[src/rtl/br_update_queue_pkg.sv]
// Shared types for the branch update queue: privilege domain and per-entry payload.
// Also holds the prediction-correctness rule used at retire.
package br_update_queue_pkg;

  typedef enum logic [1:0] {
    DOM_USER    = 2'd0,
    DOM_SUPER   = 2'd1,
    DOM_HYPER   = 2'd2,
    DOM_MACHINE = 2'd3
  } domain_t;

  typedef struct packed {
    logic [31:0] idx;
    logic        pred;
    logic [31:0] ptarg;
    domain_t     domain;
    logic        taken;
    logic [31:0] atarg;
  } upd_entry_t;

  // A not-taken branch is correct on direction alone; a taken one also needs the target.
  function automatic logic pred_correct(input upd_entry_t e);
    return (e.pred == e.taken) && (!e.taken || (e.ptarg == e.atarg));
  endfunction

endpackage

[src/rtl/br_update_ctr.sv]
// Head/tail/occupancy tracking for a power-of-two circular queue, zero-latency full flag.
// Caller gates push with !full; flush and reset return everything to empty next cycle.
module br_update_ctr #(
  parameter int DEPTH = 8,
  parameter int PTR_W = $clog2(DEPTH)
) (
  input  logic             clk,
  input  logic             rst,
  input  logic             flush,
  input  logic             push,
  input  logic             pop,
  output logic [PTR_W-1:0] head,
  output logic [PTR_W-1:0] tail,
  output logic [PTR_W:0]   count,
  output logic             full
);

  always_ff @(posedge clk) begin
    if (rst || flush) begin
      head  <= '0;
      tail  <= '0;
      count <= '0;
    end else begin
      if (pop)  head <= head + PTR_W'(1);
      if (push) tail <= tail + PTR_W'(1);
      case ({push, pop})
        2'b10:   count <= count + (PTR_W+1)'(1);
        2'b01:   count <= count - (PTR_W+1)'(1);
        default: count <= count;
      endcase
    end
  end

  assign full = (count == (PTR_W+1)'(DEPTH));

endmodule

[src/rtl/br_update_queue.sv]
// In-flight branch tracker feeding predictor training; in-order retire, pulse 2 cycles after head resolve.
// Allocation stalls when full (ready from registered count only); resolves never stall.
module br_update_queue
  import br_update_queue_pkg::*;
#(
  parameter int DEPTH = 8,
  parameter int TAG_W = $clog2(DEPTH)
) (
  input  logic             clk_i,
  input  logic             rst_i,
  input  logic             flush_i,
  input  logic             alloc_valid_i,
  output logic             alloc_ready_o,
  input  logic [31:0]      alloc_idx_i,
  input  logic             alloc_pred_i,
  input  logic [31:0]      alloc_targ_i,
  input  domain_t          alloc_domain_i,
  output logic [TAG_W-1:0] alloc_tag_o,
  input  logic             resolve_valid_i,
  input  logic [TAG_W-1:0] resolve_tag_i,
  input  logic             resolve_taken_i,
  input  logic [31:0]      resolve_targ_i,
  output logic             upd_en_o,
  output logic [31:0]      upd_idx_o,
  output logic             upd_br_result_o,
  output logic             upd_correct_o,
  output logic [31:0]      upd_targ_o,
  output domain_t          upd_domain_o,
  output logic [TAG_W:0]   count_o,
  output logic             err_o
);

  logic [TAG_W-1:0] head;
  logic [TAG_W-1:0] tail;
  logic [TAG_W:0]   count;
  logic             full;

  logic [DEPTH-1:0] valid;
  logic [DEPTH-1:0] resolved;
  upd_entry_t       mem [DEPTH];

  logic       alloc_fire;
  logic       resolve_ok;
  logic       retire;
  upd_entry_t alloc_entry;
  upd_entry_t head_entry;

  assign alloc_fire = alloc_valid_i && !full;
  assign resolve_ok = valid[resolve_tag_i] && !resolved[resolve_tag_i];
  assign retire     = valid[head] && resolved[head];
  assign head_entry = mem[head];

  always_comb begin
    alloc_entry        = '0;
    alloc_entry.idx    = alloc_idx_i;
    alloc_entry.pred   = alloc_pred_i;
    alloc_entry.ptarg  = alloc_targ_i;
    alloc_entry.domain = alloc_domain_i;
  end

  br_update_ctr #(
    .DEPTH (DEPTH),
    .PTR_W (TAG_W)
  ) u_ctr (
    .clk   (clk_i),
    .rst   (rst_i),
    .flush (flush_i),
    .push  (alloc_fire),
    .pop   (retire),
    .head  (head),
    .tail  (tail),
    .count (count),
    .full  (full)
  );

  // Alloc never hits the retiring slot (needs not-full) and a resolve can never
  // hit the retiring slot legally (it is already resolved), so no write conflicts.
  always_ff @(posedge clk_i) begin
    if (rst_i || flush_i) begin
      valid    <= '0;
      resolved <= '0;
    end else begin
      if (alloc_fire) begin
        valid[tail]    <= 1'b1;
        resolved[tail] <= 1'b0;
      end
      if (resolve_valid_i && resolve_ok) begin
        resolved[resolve_tag_i] <= 1'b1;
      end
      if (retire) begin
        valid[head]    <= 1'b0;
        resolved[head] <= 1'b0;
      end
    end
  end

  always_ff @(posedge clk_i) begin
    if (!rst_i && !flush_i) begin
      if (alloc_fire) begin
        mem[tail] <= alloc_entry;
      end
      if (resolve_valid_i && resolve_ok) begin
        mem[resolve_tag_i].taken <= resolve_taken_i;
        mem[resolve_tag_i].atarg <= resolve_targ_i;
      end
    end
  end

  always_ff @(posedge clk_i) begin
    if (rst_i) begin
      err_o <= 1'b0;
    end else if (!flush_i && resolve_valid_i && !resolve_ok) begin
      err_o <= 1'b1;
    end
  end

  always_ff @(posedge clk_i) begin
    if (rst_i) begin
      upd_en_o        <= 1'b0;
      upd_idx_o       <= '0;
      upd_br_result_o <= 1'b0;
      upd_correct_o   <= 1'b0;
      upd_targ_o      <= '0;
      upd_domain_o    <= DOM_USER;
    end else if (flush_i) begin
      upd_en_o <= 1'b0;
    end else begin
      upd_en_o <= retire;
      if (retire) begin
        upd_idx_o       <= head_entry.idx;
        upd_br_result_o <= head_entry.taken;
        upd_correct_o   <= pred_correct(head_entry);
        upd_targ_o      <= head_entry.atarg;
        upd_domain_o    <= head_entry.domain;
      end
    end
  end

  assign alloc_ready_o = !full;
  assign alloc_tag_o   = tail;
  assign count_o       = count;

endmodule
[config.mk]
export PLATFORM = sky130hd
export DESIGN_NAME = br_update_queue
export DESIGN_NICKNAME = d
export VERILOG_FILES = /design/src/rtl/br_update_queue_pkg.sv /design/src/rtl/br_update_ctr.sv /design/src/rtl/br_update_queue.sv
export SDC_FILE = /design/constraint.sdc
export NUM_CORES = 1
export LEC_CHECK = 0
export BUFFER_PORTS_ARGS = -buffer_cell sky130_fd_sc_hd__buf_2
export CAP_MARGIN = 20
export CORE_MARGIN = 2
export CORE_UTILIZATION = 50
export DETAILED_ROUTE_END_ITERATION = 16
export PLACE_DENSITY = 0.78
export SYNTH_ARGS = -nofsm -noshare
export SYNTH_HDL_FRONTEND = slang
export SYNTH_SLANG_ARGS = --single-unit
[constraint.sdc]
create_clock -name clk_i -period 10.5 [get_ports clk_i]
set_input_delay 1.575 -clock clk_i [delete_from_list [all_inputs] [get_ports clk_i]]
set_output_delay 1.575 -clock clk_i [all_outputs]
set_load 0.01 [all_outputs]
* After elaboration in Yosys (flattened, before gate mapping)
Memories as Yosys holds them, arrays and structs flattened. A register that Yosys moved wholly into a read port is not among the register bits. Cells that the tools add are included. W data, S select, Z words.
Operators by class: $add $sub $neg 4, magnitude comparators 6, eq/ne operators 5, muxes and demuxes 31, bitwise logic cells 8, reduce and logical (&&, ||, !) cells 22
Operator list (number):
- $mux W8 | 8
- $eq A32 B32 Y1 | 1
- $and A8 B8 Y8 | 3
- $not A8 Y8 | 2
- $or A8 B8 Y8 | 2
- $mux W1 | 13
- $bmux W1 S3 | 4
- $lt A3 B4 Y1 const B | 3
- $logic_and A1 B1 Y1 | 11
- $demux W1 S3 | 3
- $ge A3 B1 Y1 const B | 3
- $pmux W4 S2 | 1
- $add A3 B1 Y3 const B | 2
- $logic_not A1 Y1 | 6
- $mux W3 | 2
- $add A4 B1 Y4 const B | 1
- $eq A4 B4 Y1 const B | 1
- $sub A4 B1 Y4 const B | 1
- $eq A2 B1 Y1 const B | 1
- $eq A2 B2 Y1 const B | 1
- $logic_or A1 B1 Y1 | 2
- $reduce_and A2 Y1 | 1
- $reduce_bool A2 Y1 | 1
- $reduce_or A2 Y1 | 1
- 2 further kinds | 2
Storage, ports and cells: flip-flop bits (word level) 96, bits in writable memories 800, input port bits 108, output and inout port bits 78, logic and storage cells 89, memories kept 1
Memory list:
- mem | depth 8, width 100, rd ports 1, clocked after Yosys merged registers in 1, wr ports 2, RTL line br_update_queue.sv:40 | upd_entry_t mem [DEPTH];

* Longest topological paths before layout
depth in word-level cells 13, depth in mapped cells 11, depth with buffers taken out 11

* Modules after synthesis
Synthesis repeated with hierarchy kept, for this count alone.
Second synthesis, totals: cells, all modules 2150, area, all modules 35740.5 µm²
Modules (own cells, without submodules):
- br_update_queue | times used 1, cells each 2095, area an instance 35221.3 µm², sequential area each 25744.7 µm²
- br_update_ctr | times used 1, cells each 55, area an instance 519.2 µm², sequential area each 200.2 µm²

* Least setup slack after synthesis
OpenSTA, ideal clock, no wires.
path type input port to flip-flop, from in alloc_valid_i, to mem mem[3][33] (netlist bit), enable pin, library setup time 0.493 ns, arrival 5.240 ns, required time 10.007 ns, slack 4.767 ns, stages 6, buffers on the path 1, path through and2_1 > clkbuf_1 > inv_1 > nor2_1 > nand3_1 > nor2_1
RTL lines:
- start, declared | RTL line br_update_queue.sv:12 | input logic alloc_valid_i,
- end, declared | RTL line br_update_queue.sv:40

==> results.md <==
- The ratio of cells with drive above 1 in the final layout is 26.65%.
- Combinational cells account for 1.9% of the total power.
- After detailed routing, the number of remaining DRC violations is 0.
- In this run the horizontal extent of the chip is 274.0 um.
- The time the worst path needs with I/O delays and setup is 4.255 ns.
- The headroom to the max-slew limit is 32.57%.
- The accumulated negative setup slack is 0 ns.
- The flow ran to the end, and the final reports show no timing, DRC or antenna violations.
- The wire length per cell after detailed routing is 25.78 um.
- When the netlist entered floorplanning its net count stood at 2,077.
- Entering global routing, the biggest net connects 116 pins.
- The CTS tree is built.
- edfxtp_1 takes more of the synthesized area than any other cell.
- STA classifies the critical path endpoint as a register.
- The library cell used most frequently in the layout, excluding fill and tap cells, is edfxtp_1.
- In the global route stage, met2 resource usage came out at 37.45%.
- Summing the sequential cell areas from Yosys gives 71.36% of the chip area.
- The sequential cell fraction of total power is 54.4%.
- At the end of routability-driven placement, the weighted congestion stood at 0.7961.
- met2 is the most crowded layer.
- The data required time of the critical path is 11.04 ns.
- The proportion of netlist area held by the largest area contributor is 65.92%.
- The worst min-delay path category is reg -> reg.
- The initial antenna violation count is 20.
- The kind of critical path is reg -> reg.
- The endpoint arrival time on the critical path is 4.79 ns.
- The total power per unit cell area is 174.0 nW/um2.
- The unique cell type count in the Yosys netlist is 56.
- The leakage power is 12.49 nW.
- The sink count of the clock tree is 899.
- The synthesized flop and latch total is 899.
- Buffers inserted to repair hold after CTS numbered 0.
- Static timing analysis puts the maximum clock frequency at 235.0 MHz.
- The wire length of the first global-routing pass is 122,200 um.
- The iteration-0 DRC count of the detailed router is 1,909.
- The wire length after detailed routing is 81,920 um.
- The net total in the final layout is 2,262.
- For this run, global-route usage on met1 was measured as 28.58%.
- Yosys printed 0 warnings.
- The worst-case IR drop observed on VDD is 0.0001262 V.
- The synthesized netlist cell count is 1,964.
- The number of global-route vias before repair is 19,240.
- STA classifies the critical path startpoint as a register.
- The later-pin clock latency in the skew report is 0.63 ns.
- The die height is 274.0 um.
- Summing all multi-input logic gate instances after layout gives 9817 um2.
- In this run, the clock network consumes 43.7% of the power.
- The fraction of registers with async set or reset after synthesis is 0%.
- In this run the core area contains 98 standard-cell rows.
- After clock tree synthesis, the clock-pin slew on the worst setup and hold paths is 0.06 ns.
- The number of max-slew violations in the final report came to 0.
- The met3 usage is 5.535%.
- The number of levels in the clock H-tree is 3.
- Summing over every cut layer, the via total after detailed routing is 18,750.
- Across the whole layout, storage elements account for 26,020 um2.
- The root buffer cell is clkbuf_16.
- The critical path goes through buf_12, buf_4, mux4_2, mux2i_1, xor2_1, nor4_1, nand3_1, o32ai_1.
- After synthesis, the mean cell area works out to 18.56 um2.
- The detailed-router iteration count before antenna repair is 7.
- Gates resized during post-CTS repair numbered 0.
- For this design the top-level I/O count stands at 186.
- OpenSTA, run right after detailed placement, puts the worst setup slack at 5.809 ns.
- Setup repair after global routing left no endpoint under its margin.
- The most used flip-flop cell after synthesis is edfxtp_1.
- Once detailed placement completed, the half-perimeter wirelength came to 46,990 um.
- Max-cap violations in this run came to 0.
- Once routing completed, OpenROAD measured the worst setup slack at 6.245 ns.
- The highest fanout seen on the critical path is 115.
- The count of port buffers added during placement is 185.
- The area of the die is 75,060 um2.
- The cell area after synthesis is 36,440 um2.
- The cell with the biggest individual delay on the critical path is buf_4.
- The setup violation total in the final timing report is 0.
- For the pin with the worst max-slew slack, the measured transition is 1.012 ns.
- The clock arrives with 0.01850 ns of skew.
- The synthesized design contains 800 enable-type register cells.
- In this run the standard cell core region covers 71,850 um2.
- Ranked by total cell area, the synthesized netlist is headed by edfxtp_1 66%, mux4_2 12%, dfxtp_1 5.4%, and2_1 4.7%, mux2i_1 2.9%.
- Once the floorplan was initialized, standard cells occupied 50.72% of the core.
- Counting the fill cells in the layout gives 5,293.
- Global routing consumed, over all layers together, 22.16% of the routing resources.
- The number of post-CTS setup repair buffers is 0.
- Net switching is 19.34% of the power.
- The cell internal power dissipation is 5.775 mW.
- The vias per cell is 5.901.
- The area added between synthesis and finish is 12.93%.
- The remaining global-route overflow is 0.
- In this run the deepest clock path goes through 3 buffers.
- The detail route stage leaves a number of antenna-violating nets equal to 0.
- The top cell types in the final layout, fill and taps aside, are 800 x edfxtp_1, 271 x and2_1, 201 x mux4_2.
- The switching power is 1.385 mW.
- The delay contributed by the slowest stage of the critical path is 0.71 ns.
- The final period utilization is 40.53%.
- TritonCTS created 87 clock buffers.
- The design draws 7.160 mW.
- The final hold violation count is 0.
-- Yosys cell counts (3+ instances only) --
cell / number
nand2b_1: 3
nand4_1: 3
nand3b_1: 9
inv_1: 9
edfxtp_1: 800
nor2_1: 100
xnor2_1: 13
clkbuf_8: 3
mux2i_1: 105
and2_1: 271
ha_1: 5
o21a_1: 3
xor2_1: 36
buf_2: 36
nor2b_1: 5
a21oi_1: 10
a211oi_1: 70
clkbuf_1: 31
and2_2: 3
nor2_4: 8
o22ai_1: 10
nor4_1: 8
a2111oi_0: 3
nand2_1: 20
mux4_2: 201
nand3_1: 7
a2bb2oi_1: 7
buf_6: 26
buf_1: 10
o21ai_0: 6
buf_4: 12
dfxtp_1: 99
-- through the flow --
| step | hold slack, ns | instances | area (um2) | utilization, % |
|---|---|---|---|---|
| detailed placement | 0.4632 | 3010 | 38250 | 53.23 |
| finish | 0.4721 | 3178 | 41150 | 57.28 |
| CTS | 0.4723 | 3171 | 41140 | 57.25 |
| floorplan | 0.4295 | 1964 | 36440 | - |
| global route | 0.4945 | 3173 | 41140 | 57.26 |
| global placement | 0.4487 | 3010 | 38250 | 53.23 |
-- registers in the layout, summed over array words and instances, names as in the netlist, named ones only --
name	cells
upd_domain_o	2
upd_targ_o	32
upd_br_result_o	1
resolved	8
upd_correct_o	1
u_ctr.head	3
err_o	1
upd_en_o	1
upd_idx_o	32
mem	800
u_ctr.tail	3
u_ctr.count	4
valid	8
-- kinds of logic (layout without fill, tap and decap cells) --
group,Yosys count,in the layout,synth area share (%)
compound gates,123,123,2.517
fa+ha+maj,5,5,0.1717
flops,899,899,71.36
simple gates,452,452,7.214
other cells,0,7,0
mux,308,308,15.37
xor+xnor,49,49,1.178
buf+inv,128,385,2.194
-- power groups by stage --
stage	Combinational (mW)	Sequential, mW	Clock [mW]
6_report	0.134	3.90	3.13
5_1_grt	0.146	3.90	3.31
4_1_cts	0.134	3.90	3.18
3_5_place_dp	0.133	3.97	0
3_3_place_gp	0.126	3.97	0
2_1_floorplan	0.0546	3.97	0
-- cell type report --
class                      instances  share of cell area, %
timing repair buffer             215                  2.894
clock inverter                    41                  1.037
inverter                           9                0.08209
clock buffer                     120                  5.986
sequential                       899                  63.22
multi-input combinational        937                  23.85
antenna                            7                0.04256
tap                              950                  2.888
-- path summary, 6_finish.rpt --
| kind | startpoint | endpoint | slack, ns | cells past startpoint |
|---|---|---|---|---|
| worst min register to register | valid[3] | valid[3] | 0.47 | 2 |
| worst max register to register | register | upd_correct_o | 6.24 | 8 |
| worst min-delay path | valid[3] | valid[3] | 0.47 | 2 |
| worst max-delay path | register | upd_correct_o | 6.24 | 8 |
-- critical path: cells and delay by family (launching register included) --
kind,cells,cell delay [ns]
buffers and inverters,2,1.40
flip-flops,1,0.59
multiplexers,2,1.03
AND/OR/NAND/NOR,2,0.43
XOR/XNOR,1,0.18
AO/OA/AOI/OAI,1,0.29
-- routing by layer --
| layer | share of wire, % | wire, um |
|---|---|---|
| met2 | 51 | 41910 |
| met5 | 0.14 | 115 |
| met4 | 2.3 | 1895 |
| met3 | 8.4 | 6852 |
| met1 | 38 | 31150 |
No activity file was read; power rests on OpenSTA's default activity.
